$ cat src/rtl/seg_pkg.sv
//------------------------------------------------------------------------------
// seg_pkg : BCD / seven-segment constants and decode shared with the display driver
// Rev 1.0
//------------------------------------------------------------------------------
`default_nettype none

package seg_pkg;

  localparam int BCD_W = 4;
  localparam int SEG_W = 7;

  // Segment bit order {g,f,e,d,c,b,a}, active high
  localparam logic [SEG_W-1:0] SEG_0     = 7'h3F;
  localparam logic [SEG_W-1:0] SEG_1     = 7'h06;
  localparam logic [SEG_W-1:0] SEG_2     = 7'h5B;
  localparam logic [SEG_W-1:0] SEG_3     = 7'h4F;
  localparam logic [SEG_W-1:0] SEG_4     = 7'h66;
  localparam logic [SEG_W-1:0] SEG_5     = 7'h6D;
  localparam logic [SEG_W-1:0] SEG_6     = 7'h7D;
  localparam logic [SEG_W-1:0] SEG_7     = 7'h07;
  localparam logic [SEG_W-1:0] SEG_8     = 7'h7F;
  localparam logic [SEG_W-1:0] SEG_9     = 7'h6F;
  localparam logic [SEG_W-1:0] SEG_BLANK = 7'h00;

  function automatic logic [SEG_W-1:0] bcd_to_seg(input logic [BCD_W-1:0] digit);
    logic [SEG_W-1:0] seg;
    case (digit)
      4'd0:    seg = SEG_0;
      4'd1:    seg = SEG_1;
      4'd2:    seg = SEG_2;
      4'd3:    seg = SEG_3;
      4'd4:    seg = SEG_4;
      4'd5:    seg = SEG_5;
      4'd6:    seg = SEG_6;
      4'd7:    seg = SEG_7;
      4'd8:    seg = SEG_8;
      4'd9:    seg = SEG_9;
      default: seg = SEG_BLANK;
    endcase
    return seg;
  endfunction

endpackage

`default_nettype wire

$ cat src/rtl/bcd_digit_updown.sv
//------------------------------------------------------------------------------
// bcd_digit_updown : single BCD digit with inc/dec, load and clear
// Rev 1.0
//------------------------------------------------------------------------------
`default_nettype none

module bcd_digit_updown
  import seg_pkg::*;
(
  input  logic             clk,
  input  logic             reset,
  input  logic             clr,
  input  logic             ld,
  input  logic [BCD_W-1:0] ld_val,
  input  logic             inc,
  input  logic             dec,
  output logic [BCD_W-1:0] q,
  output logic             carry,
  output logic             borrow
);

  // Carry/borrow are combinational so the ripple completes within one edge
  assign carry  = inc && (q == 4'd9);
  assign borrow = dec && (q == 4'd0);

  always_ff @(posedge clk or posedge reset) begin
    if (reset) begin
      q <= '0;
    end else if (clr) begin
      q <= '0;
    end else if (ld) begin
      q <= ld_val;
    end else if (inc) begin
      q <= (q == 4'd9) ? 4'd0 : q + 4'd1;
    end else if (dec) begin
      q <= (q == 4'd0) ? 4'd9 : q - 4'd1;
    end
  end

endmodule

`default_nettype wire

$ cat src/rtl/updown_bcd_display_counter.sv
//------------------------------------------------------------------------------
// updown_bcd_display_counter : 4-digit BCD up/down counter with registered 7-seg outputs
// Rev 1.0
//------------------------------------------------------------------------------
`default_nettype none

module updown_bcd_display_counter
  import seg_pkg::*;
#(
  parameter int TICK_DIV = 50_000_000,
  parameter bit BLANK_LZ = 1'b1
) (
  input  logic                 clk,
  input  logic                 reset,
  input  logic                 en,
  input  logic                 up,
  input  logic                 clear,
  input  logic                 load,
  input  logic [4*BCD_W-1:0]   load_val,
  output logic [4*BCD_W-1:0]   count,
  output logic                 wrap,
  output logic [SEG_W-1:0]     a,
  output logic [SEG_W-1:0]     b,
  output logic [SEG_W-1:0]     c,
  output logic [SEG_W-1:0]     d
);

  localparam int P_W = (TICK_DIV > 1) ? $clog2(TICK_DIV) : 1;
  localparam logic [P_W-1:0] P_MAX = P_W'(TICK_DIV - 1);
  localparam logic [SEG_W-1:0] SEG_LEAD_RST = BLANK_LZ ? SEG_BLANK : SEG_0;

  logic [P_W-1:0]     p;
  logic               tick;
  logic [3:0]         inc_in;
  logic [3:0]         dec_in;
  logic [3:0]         carry;
  logic [3:0]         borrow;
  logic [4*BCD_W-1:0] ld_clean;

  assign tick = en && (p == P_MAX);

  always_ff @(posedge clk or posedge reset) begin
    if (reset) begin
      p <= '0;
    end else if (clear || load) begin
      p <= '0;
    end else if (en) begin
      p <= tick ? '0 : p + 1'b1;
    end
  end

  assign inc_in = {carry[2:0], tick && up};
  assign dec_in = {borrow[2:0], tick && !up};

  generate
    for (genvar i = 0; i < 4; i++) begin : g_digit
      // Non-BCD load digits are stored as zero
      assign ld_clean[BCD_W*i +: BCD_W] =
        (load_val[BCD_W*i +: BCD_W] > 4'd9) ? 4'd0 : load_val[BCD_W*i +: BCD_W];

      bcd_digit_updown u_digit (
        .clk    (clk),
        .reset  (reset),
        .clr    (clear),
        .ld     (load),
        .ld_val (ld_clean[BCD_W*i +: BCD_W]),
        .inc    (inc_in[i]),
        .dec    (dec_in[i]),
        .q      (count[BCD_W*i +: BCD_W]),
        .carry  (carry[i]),
        .borrow (borrow[i])
      );
    end
  endgenerate

  always_ff @(posedge clk or posedge reset) begin
    if (reset) begin
      wrap <= 1'b0;
    end else begin
      wrap <= !clear && !load && (carry[3] || borrow[3]);
    end
  end

  logic blank_a;
  logic blank_b;
  logic blank_c;

  always_comb begin
    blank_a = BLANK_LZ && (count[15:12] == 4'd0);
    blank_b = blank_a && (count[11:8] == 4'd0);
    blank_c = blank_b && (count[7:4] == 4'd0);
  end

  // Segments follow the registered count by one cycle
  always_ff @(posedge clk or posedge reset) begin
    if (reset) begin
      a <= SEG_LEAD_RST;
      b <= SEG_LEAD_RST;
      c <= SEG_LEAD_RST;
      d <= SEG_0;
    end else begin
      a <= blank_a ? SEG_BLANK : bcd_to_seg(count[15:12]);
      b <= blank_b ? SEG_BLANK : bcd_to_seg(count[11:8]);
      c <= blank_c ? SEG_BLANK : bcd_to_seg(count[7:4]);
      d <= bcd_to_seg(count[3:0]);
    end
  end

endmodule

`default_nettype wire
$ cat config.mk
export PLATFORM = sky130hd
export DESIGN_NAME = updown_bcd_display_counter
export DESIGN_NICKNAME = d
export VERILOG_FILES = /design/src/rtl/seg_pkg.sv /design/src/rtl/bcd_digit_updown.sv /design/src/rtl/updown_bcd_display_counter.sv
export SDC_FILE = /design/constraint.sdc
export NUM_CORES = 1
export LEC_CHECK = 0
export CAP_MARGIN = 40
export CORE_UTILIZATION = 45
export CTS_BUF_LIST = sky130_fd_sc_hd__clkbuf_4
export CTS_CLUSTER_SIZE = 20
export DETAILED_ROUTE_END_ITERATION = 16
export PLACE_DENSITY = 0.68
export SYNTH_ARGS = -nofsm -noshare
export SYNTH_HDL_FRONTEND = slang
export SYNTH_SLANG_ARGS = --single-unit
$ cat constraint.sdc
create_clock -name clk -period 2.38 [get_ports clk]
set_input_delay 0.476 -clock clk [delete_from_list [all_inputs] [get_ports clk]]
set_output_delay 0.476 -clock clk [all_outputs]
set_load 0.005 [all_outputs]
Yosys cells after proc, flatten, opt, wreduce, memory -nomap -nowiden
Memory sizes are Yosys's and may differ from the RTL's. A register that Yosys moved wholly into a read port is not among the register bits.
Index checks and enable logic that the tools add are counted.
Storage, ports and cells
  bits in registers: 64
  latch bits: 0
  memory bits (writable): 0
  bits in read-only memories: 448
  input port bits: 22
  output and inout bits: 45
  word-level logic and storage cells: 94
  memories: 4
Memories
  (no name shown): depth 16, bits a word 7, read ports 1, clocked after memory_dff 0, wr ports 0, RTL line seg_pkg.sv:27  | case (digit)
  (no name shown): depth 16, bits a word 7, read ports 1, clocked after memory_dff 0, wr ports 0, RTL line seg_pkg.sv:27
  (no name shown): depth 16, bits a word 7, read ports 1, clocked after memory_dff 0, wr ports 0, RTL line seg_pkg.sv:27
  (no name shown): depth 16, bits a word 7, read ports 1, clocked after memory_dff 1, wr ports 0, RTL line seg_pkg.sv:27
Cells by class
  add/subtract/negate cells: 9
  multiply operators: 0
  divide/modulo/power cells: 0
  order comparisons: 4
  equal/unequal tests: 5
  shifts and indexed selects: 0
  mux-type cells: 34
  bitwise operators: 0
  reduce and logical (&&, ||, !) cells: 29
Operator list (count)
  $mux W4: 28
  $mux W26: 3
  $add A26 B1 Y26 const B: 1
  $eq A26 B26 Y1 const B: 1
  $mux W7: 3
  $add A4 B1 Y4 const B: 4
  $eq A4 B4 Y1 const B: 4
  $gt A4 B4 Y1 const B: 4
  $logic_not A4 Y1: 4
  $reduce_bool A4 Y1: 4
  $sub A4 B1 Y4 const B: 4
  $logic_and A1 B1 Y1: 15
  $logic_not A1 Y1: 3
  $logic_or A1 B1 Y1: 2
  $reduce_bool A2 Y1: 1

Logic depth before layout (Yosys ltp)
Gate-level depths: netlist of the first run.
  depth in word-level cells: 10
  mapped depth: 9
  mapped depth without buffers: 8

Cells and area by module
Synthesis of the first run repeated with hierarchy kept, for this count alone.
Second synthesis, totals
  cell total of the unflattened synthesis: 566
  area total of the unflattened synthesis: 5102.4 sq um
Modules (own cells, without submodules)
  updown_bcd_display_counter: times used 1, cells an instance 342, area each 3195.6 sq um, sequential area each 1383.8 sq um
  bcd_digit_updown: times used 4, cells an instance 56, area each 476.7 sq um, sequential area each 100.1 sq um

Worst setup path after synthesis of the first run
No wires, ideal clock.
  kind: reg-to-reg
  start: register g_digit[0].u_digit.q[1]
  end: register g_digit[2].u_digit.q[3]
  setup time: 72 ps
  arrival time: 2057 ps
  required time: 2308 ps
  setup slack: 251 ps
  stages on the path, launching flop included: 9
  path buffers: 0
  period minus slack after synthesis: 2129 ps
  cells stage by stage: dfrtp_1 inv_1 ha_1 or4b_1 nor2_1 o211ai_1 a221oi_1 a31oi_1 nor2_1
On the way
  longest elaborated chain between the ends: 6
  elaborated cells between the ends (all ways): 10
  those cells by class: eq/ne: 1; mux: 3; reduce/logical: 6
RTL lines
  start, declared: RTL line bcd_digit_updown.sv:17  | output logic [BCD_W-1:0] q,
  start signal, assigned: RTL line bcd_digit_updown.sv:32  | q <= ld_val;
  start signal, assigned: RTL line bcd_digit_updown.sv:34  | q <= (q == 4'd9) ? 4'd0 : q + 4'd1;
  start signal, assigned: RTL line bcd_digit_updown.sv:36  | q <= (q == 4'd0) ? 4'd9 : q - 4'd1;
  $eq A4 B4 Y1: RTL line bcd_digit_updown.sv:23  | assign carry = inc && (q == 4'd9);
  $logic_and A1 B1 Y1 (2 in a row): RTL line bcd_digit_updown.sv:23
  $mux W4: RTL line bcd_digit_updown.sv:33  | end else if (inc) begin
  $mux W4: RTL line bcd_digit_updown.sv:31  | end else if (ld) begin
  $mux W4: RTL line bcd_digit_updown.sv:29  | end else if (clr) begin
  end signal, assigned: RTL line bcd_digit_updown.sv:32
  end signal, assigned: RTL line bcd_digit_updown.sv:34
  end signal, assigned: RTL line bcd_digit_updown.sv:36
  end, declared: RTL line bcd_digit_updown.sv:17
Parallel ways exist; a longest one is shown, timed or not.
A chain may end at the register's enable or synchronous reset.

Worst setup path in the final report of the first run
  start: register g_digit[1].u_digit.q[0]
  end: register g_digit[2].u_digit.q[2]
On the way
  longest elaborated chain between the ends: 5
  elaborated cells between the ends (all ways): 8
  those cells by class: eq/ne: 1; mux: 3; reduce/logical: 4
RTL lines (RTL line)
  start, declared: bcd_digit_updown.sv:17
  start signal, assigned: bcd_digit_updown.sv:32
  start signal, assigned: bcd_digit_updown.sv:34
  start signal, assigned: bcd_digit_updown.sv:36
  $eq A4 B4 Y1: bcd_digit_updown.sv:23
  $logic_and A1 B1 Y1: bcd_digit_updown.sv:23
  $mux W4: bcd_digit_updown.sv:33
  $mux W4: bcd_digit_updown.sv:31
  $mux W4: bcd_digit_updown.sv:29
Parallel ways exist; a longest one is shown, timed or not.

==> reports/metrics.csv, run 1 <==
stage;metric;value;unit
critical_path;r2r-start;g_digit[1].u_digit.q[0];
critical_path;r2r-end;g_digit[2].u_digit.q[2];
cells_and_area;fin_nets;662;
cells_and_area;drive_gt1_frac;0.154;
synth;netlist_instances;511;
synth;syn_area_per_cell;8.74;um2
timing;final.min_clock_period;2.25;ns
placement;gp_congestion;0.852;
critical_path;startpoint_type;register;
synth;synth_edf_count;0;
critical_path;worstPathArrival;2.59;ns
global_route;grt_overflow;0;
synth;synth_commonest_cells;72 x nor2_1, 65 x dfrtp_1, 33 x a21oi_1, 33 x nand2_1, 30 x o21ai_0;
critical_path;crit_start;g_digit[1].u_digit.q[0];
floorplanning;io_pins;67;
global_route;grt_max_degree;72;
synth;post-synth-top-count-cell;nor2_1;
cells_and_area;final_util;0.610;
clock_network;clk_path_buf_depth;2;
timing;setup_viol;0;
synth;yosysWarningCount;0;
clock_network;root_buffer;clkbuf_4;
timing;fin_crit_sh;0.946;
placement;hpwl;8.30;mm
timing;tightest_slew;0.478;ns
clock_network;cts_tree;done;
timing;hold_ws;0.434;ns
flow_run;max-cap-violations;0;
cells_and_area;final_cells;747;
clock_network;clkLatencyLatePin;0.43;ns
pwr;power-per-cell-area;502;nW/um2
synth;synth_top_area_frac;0.364;
synth;synthTopCellsByArea;dfrtp_1 36%, ha_1 7.6%, nor2_1 6.1%;
clock_network;cts_sinks;71;
placement;numPlacedInstances;731;
clock_network;cts.htree.levels;3;
detailed_routing;ant_nets;0;
cells_and_area;stdcell_area;5740;um2
global_route;grt_pass1_vias;4003;
global_route;groute.usage.overall;0.234;
detailed_routing;drc;0;
floorplanning;core_area;9420;um2
synth;synth_nets;560;
global_route;grt_pass1_wl;19.0;mm
detailed_routing;routedWlPerCell;15.0;um
clock_network;cts_setup_buffers;0;
pwr;leakagePower;2.41;nW
synth;syn_area;4460;um2
timing;clock_skew;0.0200;ns
clock_network;clkTransAtPathRegs;0.13;ns
synth;synth-main-ff-cell;dfrtp_1;
timing;rsz0062_at_grt;no;
synth;synth_sequential_area_ratio;0.400;
placement;place_area;5610;um2
critical_path;critPathRequiredTime;2.72;ns
timing;slew_headroom;0.681;
critical_path;critPathMaxFanout;6;
timing;setup_tns;0;ns
cells_and_area;antenna_cells;0;
placement;pre_cts_slack;-0.126;ns
synth;async_flop_share;1.00;
detailed_routing;via_count;4189;
global_route;antenna_found_initial;0;
min_path;hold_path.class;in -> async;
synth;synth_cell_types;69;
critical_path;crit_type;reg -> reg;
critical_path;r2r_setup_slack;0.13;ns
clock_network;cts_resized;0;
timing;finalWorstSetupSlack;0.129;ns
pwr;ir_drop;0.000238;V
floorplanning;initial_core_util;0.474;
clock_network;numCtsBuffers;9;
floorplanning;die-area;10300;um2
detailed_routing;wirelength;11.2;mm
detailed_routing;drt_pass1_iterations;4;
timing;finalHoldViolCount;0;
critical_path;cp-endpoint;g_digit[2].u_digit.q[2];
synth;ys_ff_latch;71;
run_status;status;finished, final reports clean;
floorplanning;die_y;102;um
timing;slew_viol_final;0;
pwr;fin_total_pwr;2.88;mW
placement;numPortBuffers;66;
timing;fmax;0.444;GHz
detailed_routing;drt_iter0_markers;146;
critical_path;worst-r2r-cell-count;9;
clock_network;hold_buffers;0;
cells_and_area;area_growth;28.6;%
floorplanning;die_x;102;um
synth;yosys.area.top_type;dfrtp_1;
detailed_routing;vias_per_cell;5.61;
critical_path;cp-end-kind;register;
floorplanning;rows;35;
[worst min-delay path by stage]
stage / start / slack (ns) / to
2_1_floorplan: p[15] / 0.50 / p[15]
3_3_place_gp: p[15] / 0.53 / p[15]
3_5_place_dp: p[15] / 0.53 / p[15]
4_1_cts: reset / 0.44 / d[6]
5_1_grt: reset / 0.46 / g_digit[0].u_digit.q[1]
6_report: reset / 0.43 / g_digit[0].u_digit.q[1]
[layout make-up]
| type | instances | area (um2) |
|---|---|---|
| Fill cell | 840 | 3670 |
| Clock buffer | 9 | 67.6 |
| Timing Repair Buffer | 120 | 1100 |
| Inverter | 21 | 78.8 |
| Sequential cell | 71 | 1780 |
| Multi-Input combinational cell | 390 | 2510 |
| Tap cell | 129 | 161 |
| Clock inverter | 7 | 40.0 |
[power by group]
part	internal, mW	switching [mW]	leakage, nW
combinational	0.446	0.407	1.45
clock	0.203	0.442	0.0528
sequential	1.33	0.0521	0.908
[worst max-delay path, cell delays in order, from the launching register on]
cell and delay, ns:
dfrtp_1 0.39, inv_1 0.13, ha_2 0.26, or3b_2 0.51, nor2_1 0.16, o211ai_1 0.18, buf_4 0.20, nor2_1 0.10
a32oi_1 0.11, o32ai_1 0.14
[sequential cells by signal (all words and copies together) (netlist names)]
| name | cells |
|---|---|
| a | 7 |
| c | 7 |
| b | 7 |
| d | 7 |
| g_digit.u_digit.q | 16 |
| wrap | 1 |
| p | 26 |
[kinds of logic (layout without fill, tap and decap cells)]
group | Yosys count | in the layout | share of synthesized area
compound gates | 133 | 133 | 0.193
xor+xnor | 18 | 18 | 0.0353
fa+ha+maj | 27 | 27 | 0.0757
buf+inv | 50 | 157 | 0.0443
flops | 71 | 71 | 0.400
mux | 4 | 4 | 0.00925
simple gates | 208 | 208 | 0.243
[routing by layer]
layer / vias up / global-route usage / share of wire
met3: 15 / 0.0359 / 0.047
met4: 0 / 0.0780 / 0.013
li1: 2051 / - / -
met1: 1985 / 0.320 / 0.47
met2: 138 / 0.380 / 0.47
met5: - / 0 / 0
[placed cells by master, fill, tap and decap left out, types with 6 or more instances in the layout]
cell,synthesis,layout
nor2_1,72,71
clkdlybuf4s50_1,0,66
dfrtp_1,65,65
buf_4,1,51
nand2_1,33,33
a21oi_1,33,32
o21ai_0,30,30
ha_1,27,25
inv_1,21,19
nand3_1,18,18
nor3_1,15,15
xor2_1,13,13
a211oi_1,10,10
clkbuf_4,0,9
nand4_1,8,8
and4_1,7,7
a311oi_1,7,7
o211ai_1,6,6
nand2b_1,6,6
dfstp_2,6,6
No activity file was read; power rests on OpenSTA's default activity.
==> run 2: changes to the inputs <==
CORE_ASPECT_RATIO = 0.75   (was default)
==> run 2 against run 1 <==
Compared with the run above:
- die area is essentially flat
- register-to-register slack about the same
- clock power grew 1%
- core utilization decreased by 1.9 points
- routed wire length up 1.7%
- worst hold slack lost 0.020 ns
- first-iteration DRC count is 93% higher
- design area fell by 0.59%
- fmax up 0.18%
- combinational power grew 2%
- global-route usage increased by 0.29 points
- non-clock buffer count shrank 6
- largest power group unchanged
==> reports/metrics.csv, run 2 (synthesized netlist as in run 1, its figures left out) <==
stage;metric;value;unit;change
clock_network;clk_path_buf_depth;2;;unchanged
detailed_routing;via_count;4173;;-0.38%
floorplanning;core_area;9660;um2;+2.6%
timing;fmax;0.445;GHz;+0.18%
pwr;p_switching;0.918;mW;+1.8%
critical_path;worst-r2r-cell-count;8;;-1
timing;rsz0062_at_grt;no;;
critical_path;worstPathArrival;2.60;ns;about the same
global_route;grt_max_degree;72;;unchanged
placement;gp_congestion;0.904;;+6.1%
clock_network;numCtsBuffers;9;;unchanged
cells_and_area;regMostFlops;p;;
floorplanning;die-area;10300;um2;about the same
pwr;p_clk_frac;0.225;;about the same
placement;hpwl;8.27;mm;-0.36%
critical_path;crit_type;reg -> reg;;
timing;slew_headroom;0.655;;-0.0258
detailed_routing;wl_met1;5.55;mm;+5.6%
timing;finalHoldViolCount;0;;unchanged
flow_run;max-cap-violations;0;;unchanged
pwr;leakagePower;2.39;nW;-0.85%
cells_and_area;largest_reg_flops;26;;unchanged
pwr;intPower;1.99;mW;+0.36%
detailed_routing;ant_nets;0;;unchanged
cells_and_area;mostFrequentLayoutCells;71 x nor2_1, 66 x clkdlybuf4s50_1, 64 x dfrtp_1, 46 x buf_4, 33 x nand2_1;;
global_route;grt_pass1_vias;3912;;-2.3%
min_path;hold_path.class;in -> async;;
run_status;status;finished, final reports clean;;
clock_network;cts_tree;done;;
detailed_routing;drt_pass1_iterations;4;;unchanged
timing;tightest_slew;0.510;ns;+0.0326 ns
detailed_routing;wirelength;11.4;mm;+1.7%
clock_network;root_buffer;clkbuf_4;;
cells_and_area;area_growth;27.9;%;
timing;fin_crit_sh;0.944;;-0.00169
detailed_routing;met2_length;5.08;mm;-3.6%
clock_network;cts.htree.levels;3;;unchanged
detailed_routing;drc;0;;unchanged
floorplanning;die_y;88.3;um;-13%
floorplanning;rows;31;;-11%
clock_network;clkTransAtPathRegs;0.11;ns;-0.02 ns
cells_and_area;drive_gt1_frac;0.157;;+0.00314
pwr;seqPwrFrac;0.475;;-0.005
cells_and_area;final_cells;744;;-0.40%
clock_network;cts_sinks;71;;unchanged
floorplanning;initial_core_util;0.462;;-0.0119
detailed_routing;top_layer_used;met4;;
global_route;antenna_found_initial;0;;unchanged
pwr;ir_drop;0.000193;V;-19%
floorplanning;io_pins;67;;unchanged
floorplanning;die_x;117;um;+15%
critical_path;startpoint_type;register;;
detailed_routing;vias_per_cell;5.61;;about the same
cells_and_area;antenna_cells;0;;unchanged
timing;slew_viol_final;0;;unchanged
cells_and_area;largest_registers;p (26), g_digit.u_digit.q (16);;
global_route;groute.usage.overall;0.237;;+0.00289
detailed_routing;drt_iter0_markers;282;;+93%
pwr;fin_total_pwr;2.91;mW;+0.82%
placement;numPortBuffers;66;;unchanged
clock_network;clkLatencyLatePin;0.44;ns;about the same
global_route;grt_overflow;0;;unchanged
timing;final.min_clock_period;2.25;ns;-0.00402 ns
cells_and_area;fillCellCount;839;;-0.12%
critical_path;cp-end-kind;register;;
placement;numPlacedInstances;728;;-0.41%
cells_and_area;final_util;0.591;;-0.0188
critical_path;critPathRequiredTime;2.73;ns;about the same
pwr;switching_share;0.316;;+0.00314
timing;clock_skew;0.0129;ns;-0.00704 ns
pwr;power_frac_comb;0.300;;+0.004
cells_and_area;final_common_cell;nor2_1;;
cells_and_area;fin_nets;656;;-0.91%
detailed_routing;routedWlPerCell;15.3;um;+2.1%
global_route;grt_pass1_wl;19.1;mm;+0.51%
timing;setup_viol;0;;unchanged
critical_path;critPathMaxFanout;6;;unchanged
pwr;power-per-cell-area;509;nW/um2;+1.4%
detailed_routing;met3_length;603;um;+16%
-- run 2: cell count changes in the layout (fill, tap and decap cells not counted), moves of 2 or more --
cell and delta:
inv_2 +2, clkinv_2 +2, inv_1 -2, buf_4 -5, clkinvlp_4 -2
-- run 2: repair_timing --
| action | 4_1_cts | 5_1_grt |
|---|---|---|
| gates resized for setup | 0 | 14 |
| buffers inserted | 0 | 0 |
| setup endpoints to repair | 0 | 16 |
| hold buffers | 0 | 0 |
-- run 2: metal layers --
metal	vias up	global-route usage
met3	10	0.0548
li1	2033	-
met1	2008	0.332
met5	-	0
met4	0	0.0806
met2	122	0.363
-- run 2: critical path, cell delays in order, from the launching register on --
cell and delay [ns]:
dfrtp_2 0.46, inv_2 0.10, ha_2 0.20, or4b_1 0.49, nor2_2 0.15, o211ai_1 0.24, o22ai_1 0.23, a221oi_1 0.09
nor3_1 0.20
-- run 2: power by group through the flow --
stage	clock network [mW]	logic [mW]	registers, mW
after detailed placement	0	0.858	1.40
after global routing	0.724	0.976	1.40
after CTS	0.677	0.862	1.38
after floorplan	0	0.385	1.43
after global placement	0	0.846	1.40
final	0.654	0.872	1.38
-- run 2: cell type report --
type / count / area (um2) / area share
multi-input cells: 390 / 2520 / 0.442
inverters: 21 / 78.8 / 0.0138
clock inverters: 7 / 40.0 / 0.00701
clock buffers: 9 / 67.6 / 0.0118
well taps: 132 / 165 / 0.0289
repair buffers: 114 / 1050 / 0.183
flip-flops and latches: 71 / 1790 / 0.313
-- run 2: path summary, 6_finish.rpt --
check | from | to | slack, ns
max in group asynchronous | reset | a[4] | 1.64
worst min-delay path | reset | d[6] | 0.41
worst min register to register | p[15] | p[15] | 0.56
worst max register to register | g_digit[0].u_digit.q[0] | g_digit[2].u_digit.q[0] | 0.13
worst max-delay path | g_digit[0].u_digit.q[0] | g_digit[2].u_digit.q[0] | 0.13
min in group clk | p[15] | p[15] | 0.56
-- run 2: stage by stage --
stage	TNS (ns)	hold slack, ns	cell area (um2)	worst slack [ns]
global route	0	0.440	5710	0.00445
floorplan	0	0.503	4460	0.117
CTS	0	0.425	5660	0.0607
global placement	-0.993	0.526	5560	-0.124
detailed placement	-1.70	0.544	5560	-0.205
finish	0	0.414	5710	0.133
